===== src/rtl/dma_copy_engine.sv =====
// Word-copy DMA engine sharing a single-port SRAM with the CTL; CTL always wins.
// Optional abort input enabled by defining DMA_ABORT_EN.
module dma_copy_engine #(
  parameter int ADDR_W = 16,
  parameter int DATA_W = 32
) (
  input  logic              clk,
  input  logic              reset,
  input  logic              cmd_valid,
  output logic              cmd_ready,
  input  logic [ADDR_W-1:0] cmd_src,
  input  logic [ADDR_W-1:0] cmd_dst,
  input  logic [ADDR_W-1:0] cmd_len,
  input  logic              cpu_mem_busy,
`ifdef DMA_ABORT_EN
  input  logic              abort,
`endif
  output logic              dma_REQ,
  output logic [ADDR_W-1:0] dma_ADDR,
  output logic [DATA_W-1:0] dma_DI,
  output logic              dma_WE,
  input  logic [DATA_W-1:0] sram_DO,
  output logic              busy,
  output logic [ADDR_W-1:0] remaining,
  output logic              done
);

  typedef enum logic [1:0] {
    IDLE,
    READ,
    WAIT,
    WRITE
  } state_t;

  state_t            state_q, state_d;
  logic [ADDR_W-1:0] src_q, src_d;
  logic [ADDR_W-1:0] dst_q, dst_d;
  logic [ADDR_W-1:0] rem_q, rem_d;
  logic [DATA_W-1:0] di_q, di_d;
  logic              done_q, done_d;
  logic              g;
  logic              ab;

  assign g = !cpu_mem_busy;

`ifdef DMA_ABORT_EN
  assign ab = abort;
`else
  assign ab = 1'b0;
`endif

  always_ff @(posedge clk) begin
    if (reset) begin
      state_q <= IDLE;
      src_q   <= '0;
      dst_q   <= '0;
      rem_q   <= '0;
      di_q    <= '0;
      done_q  <= 1'b0;
    end else begin
      state_q <= state_d;
      src_q   <= src_d;
      dst_q   <= dst_d;
      rem_q   <= rem_d;
      di_q    <= di_d;
      done_q  <= done_d;
    end
  end

  always_comb begin
    state_d = state_q;
    src_d   = src_q;
    dst_d   = dst_q;
    rem_d   = rem_q;
    di_d    = di_q;
    done_d  = 1'b0;
    unique case (state_q)
      IDLE: begin
        if (cmd_valid) begin
          src_d = cmd_src;
          dst_d = cmd_dst;
          rem_d = cmd_len;
          if (cmd_len == '0) done_d = 1'b1;
          else state_d = READ;
        end
      end
      READ: begin
        if (ab) begin
          state_d = IDLE;
        end else if (g) begin
          src_d   = src_q + 1'b1;
          state_d = WAIT;
        end
      end
      WAIT: begin
        if (ab) begin
          state_d = IDLE;
        end else begin
          di_d    = sram_DO;
          state_d = WRITE;
        end
      end
      WRITE: begin
        // An abort here lets the granted write land before stopping
        if (g) begin
          dst_d = dst_q + 1'b1;
          rem_d = rem_q - 1'b1;
          if (rem_q == {{(ADDR_W-1){1'b0}}, 1'b1}) begin
            state_d = IDLE;
            done_d  = 1'b1;
          end else if (ab) begin
            state_d = IDLE;
          end else begin
            state_d = READ;
          end
        end
      end
      default: state_d = IDLE;
    endcase
  end

  always_comb begin
    dma_ADDR = '0;
    if (state_q == READ)  dma_ADDR = src_q;
    if (state_q == WRITE) dma_ADDR = dst_q;
  end

  assign dma_REQ   = g && (state_q == READ || state_q == WRITE);
  assign dma_WE    = g && (state_q == WRITE);
  assign dma_DI    = di_q;
  assign cmd_ready = (state_q == IDLE);
  assign busy      = (state_q != IDLE);
  assign remaining = rem_q;
  assign done      = done_q;

endmodule


===== config.mk =====
export PLATFORM = sky130hd
export DESIGN_NAME = dma_copy_engine
export DESIGN_NICKNAME = d
export VERILOG_FILES = /design/src/rtl/dma_copy_engine.sv
export SDC_FILE = /design/constraint.sdc
export NUM_CORES = 1
export LEC_CHECK = 0
export CORE_UTILIZATION = 47
export DETAILED_ROUTE_END_ITERATION = 10
export DONT_BUFFER_PORTS = 1
export SLEW_MARGIN = 15
export SYNTH_ARGS = -nofsm -noshare
export SYNTH_HDL_FRONTEND = slang
export SYNTH_SLANG_ARGS = --single-unit

===== constraint.sdc =====
create_clock -name clk -period 2.9 [get_ports clk]
set_input_delay 0.145 -clock clk [delete_from_list [all_inputs] [get_ports clk]]
set_output_delay 0.145 -clock clk [all_outputs]
set_load 0.03 [all_outputs]

After elaboration in Yosys (flattened, before gate mapping)
Cells that the tools add are included.
- flip-flop bits (word level): 83
- input bits: 84
- output and inout port bits: 69
- logic and storage cells: 51
- $add $sub $neg: 3
- eq/ne operators: 8
- multiplexer cells: 22
- reductions and logical operators: 12
- operator list (kind ; number):
    16-bit 2-to-1 mux ; 8
    16-bit case mux with 2 select lines ; 3
    16-bit by 1-bit adder with 16-bit output (second input constant) ; 2
    16-bit by 1-bit == test with 1-bit output (second input constant) ; 1
    16-bit logical NOT ; 1
    16-bit by 1-bit subtractor with 16-bit output (second input constant) ; 1
    2-bit 2-to-1 mux ; 4
    2-bit inequality test (second input constant) ; 4
    2-bit case mux with 4 select lines ; 1
    3-bit AND reduction ; 2
    2-bit nonzero test ; 3
    1-bit 2-to-1 mux ; 5
    2-bit == test (second input constant) ; 2
    4-bit AND reduction ; 1
    2-bit by 1-bit == test with 1-bit output (second input constant) ; 1
    1-bit logical AND ; 2
    2-bit logical NOT ; 1
    1-bit case mux with 2 select lines ; 1
    1-bit logical NOT ; 1
    1-bit logical OR ; 1

Logic depth before layout (Yosys ltp)
Gate-level depths: netlist (run 1).
- depth after elaboration: 4
- mapped depth: 9
- mapped depth without buffers: 6

Worst setup path after synthesis (run 1)
No wires, ideal clock.
- path type: reg2reg
- start: register state_q[0]
- end: register state_q[0]
- library setup time: 0.130 ns
- arrival: 2.065 ns
- required time: 2.770 ns
- setup slack: 0.705 ns
- stages on the path, launching flop included: 7
- path buffers: 0
- clock period less this slack: 2.195 ns
- cells stage by stage: dfxtp_1 inv_1 ha_1 or4b_1 or4_1 o21ai_0 o211ai_1
- longest elaborated chain between the ends: 3
- elaborated cells between the ends (all ways): 10
- classes of those cells: eq/ne (7); mux (1); reduce/logical (2)
- RTL lines (item ; line ; source):
    start, declared ; 35 ; state_t state_q, state_d;
    start signal, assigned ; 61 ; state_q <= state_d;
    2-bit logical NOT (*) ; n/a ;
    via cmd_ready ; 10 ; output logic cmd_ready,
    2-bit inequality test (no source line) ; n/a ;
    4-bit AND reduction (no source line) ; n/a ;
The timed path passes the listed nets; every way through them passes the cells marked *.
A chain may end at the register's enable or synchronous reset.

Worst setup path after layout (run 1)
- start: register state_q[1]
- end: output dma_ADDR[7]
- longest elaborated chain between the ends: 3
- elaborated cells between the ends (all ways): 4
- classes of those cells: eq/ne (2); mux (2)
- RTL lines (item ; line ; source):
    2-bit by 1-bit == test with 1-bit output ; 124 ; if (state_q == READ) dma_ADDR = src_q;
    16-bit 2-to-1 mux ; 124 ;
    16-bit 2-to-1 mux (*) ; 125 ; if (state_q == WRITE) dma_ADDR = dst_q;
    end, declared ; 19 ; output logic [ADDR_W-1:0] dma_ADDR,
Mark *: on every way between the ends. The rest lies on a longest branch, timed or not.

==> results of run 1 <==
==> synthesized netlist by cell type, types with 14 or more instances <==
cell | instances | area [um2]
mux2i_1 | 38 | 380
inv_1 | 20 | 75.1
o21ai_0 | 49 | 245
clkbuf_1 | 26 | 97.6
a21oi_1 | 39 | 195
nor2_1 | 54 | 203
nand4_1 | 14 | 87.6
nor2b_1 | 14 | 87.6
dfxtp_1 | 83 | 1660
nand3_1 | 19 | 95.1
nor3_1 | 16 | 80.1
nand2_1 | 67 | 251
==> stage by stage <==
stage          util, %  hold WS (ps)  setup slack (ps)  std cells  cell area (um2)
2_1_floorplan        -           292               705        613             4850
3_3_place_gp      50.2           223               856        725             4970
4_1_cts           56.6          3.22               532        783             5610
6_report          56.7          17.6               518        784             5620
5_1_grt           56.7          3.41               304        784             5620
3_5_place_dp      50.2           228               778        725             4970
==> cell type report <==
cell class / instances / area, um2
tap: 133 / 166
inverter: 20 / 75.1
fill: 941 / 4290
timing repair buffer: 70 / 648
sequential: 83 / 1660
clock inverter: 7 / 76.3
antenna: 1 / 2.50
multi-input combinational: 461 / 2860
clock buffer: 9 / 124
==> where the power goes <==
part | leakage (uW) | internal, uW | switching, uW
Clock | 0.0000962 | 404 | 457
Sequential | 0.000679 | 1490 | 827
Combinational | 0.00117 | 921 | 1500
Total | 0.00194 | 2820 | 2780
==> worst max-delay path, stage by stage (launching register included) <==
cell     delay (ps)
dfxtp_1         360
inv_1           100
ha_1            220
buf_4           360
inv_1           320
o31ai_1         310
buf_4           200
==> worst paths after layout <==
path,from,endpoint,slack (ps),cells past startpoint
max,state_q[1],dma_ADDR[7],520,6
min reg2reg,state_q[1],state_q[1],520,2
max reg2reg,state_q[0],dma_DI[15],580,5
min,reset,dst_q[13],20,2
==> metal layers <==
layer	global-route usage (%)	up-vias
met5	0	-
met4	8.80	0
met3	6.92	20
met2	43.3	208
met1	33.3	2258
li1	-	2326
==> registers in the layout (all words and copies together), names as in the netlist <==
| signal | cells |
|---|---|
| dst_q | 16 |
| dma_DI | 32 |
| state_q | 2 |
| remaining | 16 |
| done | 1 |
| src_q | 16 |
==> kinds of logic after synthesis <==
kind of cell	count (synthesis)	synth area share [%]
muxes	40	8.30
adders and majority gates	8	2.06
AOI/OAI and AO/OA	174	23.0
and+or+nand+nor	239	25.5
buffers and inverters	69	6.88
DFF	83	34.2
==> impl_results.md, run 1 <==
* Status: completed
* Netlist cell types at 67
* Fin. Hold Viols at 0
* Crit path time final at 2380 ps
* # setup viols final at 0
* DRT met1 WL at 6180 um
* Crit Path Category: reg -> out
* Core box area at 0.00991 mm2
* Gr ovfl total at 0
* FMAX at between 400 and 500 MHz
* Initial antenna violation count at 1
* Global-route wire length before repair at 23,100 um
* Synth Flop Type: dfxtp_1
* Sequential share of the synthesized area at 34.2%
* Input/output buffers at 0
* Die ar. at 0.0107 mm2
* Setup bufs post-CTS at 0
* Worst Max-Slew Pin Slew at slightly below 1000 ps
* Vias in the first global route at roughly 4,500
* RSZ-0062 raised after global routing: no
* Vias per inst at 6.14
* Leading cell type in the layout, fill and taps excluded: dfxtp_1
* Post-CTS Resized at 0
* Chip Width at 104 um
* Pwr/cell area at 997 mW/mm2
* Leakage power at 0.00194 uW
* Peak VDD IR at roughly 0.55 mV
* DR iter-0 viols at 328
* Starting Density at between 40% and 50%
* Mean routed wirelength per cell at 18.2 um
* Commonest cells after routing, fill and taps aside: 83 x dfxtp_1, 67 x nand2_1, 54 x nor2_1
* Tot Pwr at 5600 uW
* Layout cells sized above 1 at about a tenth
* Slew margin rel. at around 36%
* Antenna-violating nets left at 0
* Maximum fanout along the worst path at 38
* Clock transition at path regs at 90 ps
* Vias at 4,812
* Post-Route Skew at about 7 ps
* CTS Buf Count at 9
* Hold_buf cts at 42
* Ys async rst share at 0%
* Clk buf depth at 2
* WL final at roughly 14,000 um
* Worst EP required at 2760 ps
* Clock root buffer: clkbuf_8
* Avg Inst Size Synth at 7.92 um2
* #FFs+latches synth at 83
* Startpoint types: register
* DR WL met3 at 1120 um
* Critical path arrival at 2240 ps
* Area Growth Syn to Fin at 15.7%
* DRC viols at 0
* Gpl congestion at roughly 0.9
* Clock Sinks at a little over 80
* Worst skew pair latency at 360 ps
* Hold Crit Class: in -> reg
* First drt pass iteration count at 4
* Num rows at 36
* Setup TNS at 0 ps
* Maximum number of pins on one net before global-route repair at 77
* Period utilization at 82.1%
* Gate Count Post-Synth at 613
* Syn. warnings at 0
* Metal2 WL at 6700 um
* Uppermost routed layer: met4
* CTS tree: built
* Max-cap viol count at 0
* Post-synthesis net count at just over 700
* Top-level I/O count at 153
* CTS H-Tree Depth at 3
* Max Slew Vio Count at 0
* Post-DP HPWL at 9610 um
* GRT Overall Usage at 26.3%
* Setup crit end kind: output port
* Nets@finish at 737
* Number of flops mapped to enable cells by yosys at 0
* Cell Area, Synth at 0.00485 mm2
* Chip Height at 104 um
Power figures use the tool's default switching activity.
==> inputs of run 2 (changes only) <==
Settings changed: ABC_AREA from default to 1.
Clock period 2.9 ns to 2.4 ns, I/O delays scaled along.
==> impl_results.md, run 2 <==
* Critical path arrival at 2570 ps
* CTS tree: built
* Gpl congestion at 0.866
* Clock root buffer: clkbuf_8
* Post-DP Area at 0.00501 mm2
* Clock Sinks at 83
* Cell Area, Synth at around 0.0048 mm2
* Input/output buffers at 0
* FMAX at 444 MHz
* Leading cell type in the layout, fill and taps excluded: nand2_1
* CTS Buf Count at 9
* Commonest cells after routing, fill and taps aside: 148 x nand2_1, 147 x nor2_1, 83 x dfxtp_1
* Nets@finish at a little over 900
* Status: finished with violations
* Syn. warnings at 0
* Gate Count Post-Synth at approximately 750
* Clk buf depth at 2
* Sequential share of the synthesized area at 34.5%
* Die ar. at 0.0107 mm2
* Mean routed wirelength per cell at 14.6 um
* Number of flops mapped to enable cells by yosys at 0
* Clock transition at path regs at 100 ps
* Ant diodes at 0
* Antenna-violating nets left at 0
* Yosys top cell by area: dfxtp_1
* CTS H-Tree Depth at 3
* Crit Path Category: reg -> reg
* Max-cap viol count at 0
* Avg Inst Size Synth at 6.41 um2
* Netlist cell types at 39
* Vias in the first global route at 4,463
* Setup crit end kind: register
* Worst skew pair latency at between 300 and 400 ps
* Vias at slightly above 5,000
* Num rows at 36
* Commonest cells in the netlist: 148 x nand2_1, 147 x nor2_1, 83 x dfxtp_1
* Chip Height at 103 um
* Count leader, synth: nand2_1
* Top-level I/O count at 153
* Max Slew Vio Count at 0
* Setup TNS at 0 ps
* Crit path time final at 2250 ps
* Starting Density at 48.9%
* #FFs+latches synth at 83
* Ys async rst share at 0%
* Post-synthesis net count at 844
* Peak VDD IR at approximately 0.64 mV
* RSZ-0062 raised after global routing: no
* First drt pass iteration count at 4
* # setup viols final at 0
* Chip Width at 103 um
* Global-route wire length before repair at 21,400 um
* Startpoint types: register
* Pwr/cell area at 1220 mW/mm2
* Post-Route Skew at 11.7 ps
* Synth area leaders: dfxtp_1 34%, nand2_1 12%, nor2_1 11%, o21ai_0 8.3%, a21oi_1 5.7%
* Maximum fanout along the worst path at 23
* Worst EP required at between 2000 and 3000 ps
* Gr ovfl total at 0
* Top-area cell type share of the netlist area at 34.5%
* Slew margin rel. at between 20% and 30%
* GRT Overall Usage at 26.0%
* Period utilization at 93.8%
* Tot Pwr at around 7100 uW
* Initial antenna violation count at 0
* Layout cells sized above 1 at 9.26%
* Hold Crit Class: in -> reg
* Area Growth Syn to Fin at 20.9%
* Post-DP HPWL at between 9000 and 10,000 um
* Max reg flops at 32
* Cell area after layout at 0.00583 mm2
* WL final at approximately 14,000 um
* DRC viols at 0
* Maximum number of pins on one net before global-route repair at 39
* Fin. Hold Viols at 1
* Worst Max-Slew Pin Slew at 1120 ps
* Synth Flop Type: dfxtp_1
* Vias per inst at 5.28
* Leakage power at 0.00250 uW
* Hold Slack at -3.25 ps
* Core box area at approximately 0.01 mm2
* DR iter-0 viols at 157
* Failing checks: negative hold slack
-- run 2: changes by cell type after synthesis, sizes merged, moves of 15 or more --
| cell | previous run | this run |
|---|---|---|
| mux2i | 38 | 0 |
| a21oi | 39 | 56 |
| nand2 | 67 | 154 |
| nand3 | 21 | 48 |
| clkbuf | 30 | 15 |
| o21ai | 49 | 90 |
| nor2 | 54 | 155 |
| inv | 20 | 63 |
-- run 2: final cells by class --
type                       instances  area [um2]
clock buffer                       9         124
clock inverter                     7        66.3
fill                             937        4040
inverter                          63         239
multi-input combinational        567        2720
sequential                        83        1660
tap                              133         166
timing repair buffer              92         848
-- run 2: cells by family (layout without fill, tap and decap cells) --
family,Yosys count,count (layout),share of synthesized area (%)
compound gates,175,175,19.7
xor+xnor,5,5,0.909
fa+ha+maj,8,8,2.08
buf+inv,102,171,9.03
flops,83,83,34.5
simple gates,379,379,33.8
-- run 2: final timing paths --
kind,start,end,slack (ps),depth (start not counted)
max,state_q[0],src_q[2],150,10
min,cmd_dst[12],dst_q[12],-3,4
max reg2reg,state_q[0],src_q[2],150,10
min reg2reg,dst_q[2],dst_q[2],520,2
-- run 2: through the flow --
stage	setup slack (ps)	std cells	util (%)
2_1_floorplan	482	752	-
3_3_place_gp	555	875	50.7
3_5_place_dp	442	875	50.7
4_1_cts	53.8	954	59.1
5_1_grt	26.3	954	59.1
6_report	149	954	59.1
-- run 2: repair_timing --
| item | 4_1_cts | 5_1_grt |
|---|---|---|
| setup endpoints to repair | 0 | 1 |
| gates resized for setup | 0 | 2 |
| endpoints found under the hold margin | 74 | 0 |
| hold buffers | 63 | 0 |
| setup buffers | 0 | 0 |
-- run 2: layer usage --
| layer | wire length (um) | share of wire, % | global-route usage (%) |
|---|---|---|---|
| met1 | 6170 | 44 | 32.3 |
| met2 | 6600 | 47 | 44.0 |
| met3 | 994 | 7.1 | 6.52 |
| met4 | 184 | 1.3 | 8.67 |
| met5 | 0 | 0 | 0 |
-- run 2: critical path: stages, from the launching register on --
cell and delay (ps):
dfxtp_1 420, inv_1 90, ha_1 230, inv_2 100
nor2_1 70, inv_1 130, nand2_4 130, inv_4 210
o211ai_1 120, a21oi_1 130, dlygate4sd3_1 570
-- run 2: report_power, final --
| group | internal, uW | total (uW) | switching [uW] |
|---|---|---|---|
| logic | 1080 | 3080 | 2000 |
| clock network | 405 | 1010 | 601 |
| registers | 1890 | 3010 | 1120 |
==> inputs of run 3 (changes only) <==
Settings changed: PLACE_DENSITY_LB_ADDON from default to 0.1.
==> impl_results.md, run 3 (synthesized netlist as in run 2, its figures left out) <==
* Ant diodes at 0
* Initial antenna violation count at 0
* Crit Path Category: reg -> out
* Layout cells sized above 1 at between 9 and 10%
* Crit path time final at 2170 ps
* Max reg flops at 32
* Post-DP Area at 0.00502 mm2
* CTS tree: built
* Pwr/cell area at around 1200 mW/mm2
* Pre-CTS setup slack at 310 ps
* Nets@finish at 917
* Mean routed wirelength per cell at 14.9 um
* Max Slew Vio Count at 0
* Die ar. at about 0.011 mm2
* CTS H-Tree Depth at 3
* GRT Overall Usage at a little over a quarter
* Vias in the first global route at about 4,800
* CTS Buf Count at 9
* Clock root buffer: clkbuf_8
* Hold Crit Class: in -> reg
* Global-route wire length before repair at 22,200 um
* Startpoint types: register
* Final Util at 60.5%
* Chip Width at 103 um
* Crit-path cells: inv_1 -> ha_1 -> buf_4 -> nand2_1 -> a21oi_1 -> buf_4
* Gpl congestion at 0.895
* Maximum number of pins on one net before global-route repair at 50
* Vias at 5,173
* Post-DP HPWL at 9520 um
* DRC viols at 0
* Post-Route Skew at between 7 and 8 ps
* Starting Density at slightly below 50%
* Setup bufs post-CTS at 0
* CP max stage cell: buf_4
* CP bufs+invs at 3
* Final worst setup slack at 230 ps
* CP peak stage delay at 350 ps
* Core box area at around 0.0099 mm2
* Clock Sinks at 83
* Clock transition at path regs at 90 ps
* Critical path arrival at 2050 ps
* FMAX at 461 MHz
* Top-level I/O count at approximately 150
* Status: completed
* Cell area after layout at 0.00597 mm2
* Setup crit end kind: output port
* Area Growth Syn to Fin at 23.9%
* Leakage power at 0.00257 uW
* Gr ovfl total at 0
* # setup viols final at 0
* Num rows at 36
* DR iter-0 viols at 306
* Vias per inst at approximately 5.4
* WL final at 14,400 um
* Period utilization at 90.4%
* RSZ-0062 raised after global routing: no
* Maximum fanout along the worst path at 33
* Slew margin rel. at 21.6%
* Commonest cells after routing, fill and taps aside: 148 x nand2_1, 147 x nor2_1, 83 x dfxtp_1
* Most used cell along the critical path: buf_4
* Antenna-violating nets left at 0
* Max-cap viol count at 0
* Worst Max-Slew Pin Slew at roughly 1200 ps
* Chip Height at 103 um
* Delay-heaviest family, CP: buffers and inverters
* Clk buf depth at 2
* Fin. Hold Viols at 0
* Leading cell type in the layout, fill and taps excluded: nand2_1
* Worst skew pair latency at about 380 ps
* Input/output buffers at 0
* Peak VDD IR at 0.671 mV
* Worst EP required at about 2300 ps
* First drt pass iteration count at 4
* Setup TNS at 0 ps
run 3: cell count changes in the layout (fill, tap and decap cells not counted), sizes merged:
cell	before	now
bufinv	0	2
clkinv	0	2
clkinvlp	2	0
dlygate4sd3	63	72
inv	68	66
run 3: final timing paths:
check	to	startpoint	slack, ps	cells after the start
min	remaining[7]	cmd_len[7]	20	4
max	dma_ADDR[10]	state_q[1]	230	6
min reg2reg	dst_q[2]	dst_q[2]	510	2
max reg2reg	remaining[4]	state_q[0]	340	10
run 3: layout make-up:
cell class / count / area, um2
Timing Repair Buffer: 101 / 951
Clock buffer: 9 / 124
Inverter: 63 / 236
Multi-Input combinational cell: 567 / 2730
Tap cell: 133 / 166
Fill cell: 919 / 3890
Sequential cell: 83 / 1660
Clock inverter: 7 / 106
run 3: per-layer routing:
| metal | wire length [um] | track usage, % | share of wire, % |
|---|---|---|---|
| met1 | 6230 | 32.1 | 43 |
| met3 | 1010 | 8.94 | 7.0 |
| met4 | 331 | 10.5 | 2.3 |
| met5 | 0 | 0 | 0 |
| met2 | 6790 | 45.5 | 47 |
run 3: report_power, final:
part | internal (uW) | switching, uW
Combinational | 1080 | 2040
Clock | 604 | 577
Sequential | 1890 | 1130
run 3: per-stage QoR:
| step | hold WS [ps] | instances | total power, uW |
|---|---|---|---|
| global route | 22.3 | 963 | 7860 |
| floorplan | 255 | 752 | 5300 |
| global placement | 193 | 875 | 5920 |
| CTS | 1.81 | 963 | 7320 |
| detailed placement | 195 | 875 | 6020 |
| finish | 24.7 | 963 | 7320 |
run 3: what timing repair did:
item,4_1_cts,5_1_grt
endpoints found under the setup margin,0,10
gates resized for setup,0,1
hold buffers,72,0
hold endpoints to repair,79,0
run 3: worst min-delay path, delay by kind of cell:
family          cells  cell delay [ps]
buf+inv             1               50
compound gates      3              190
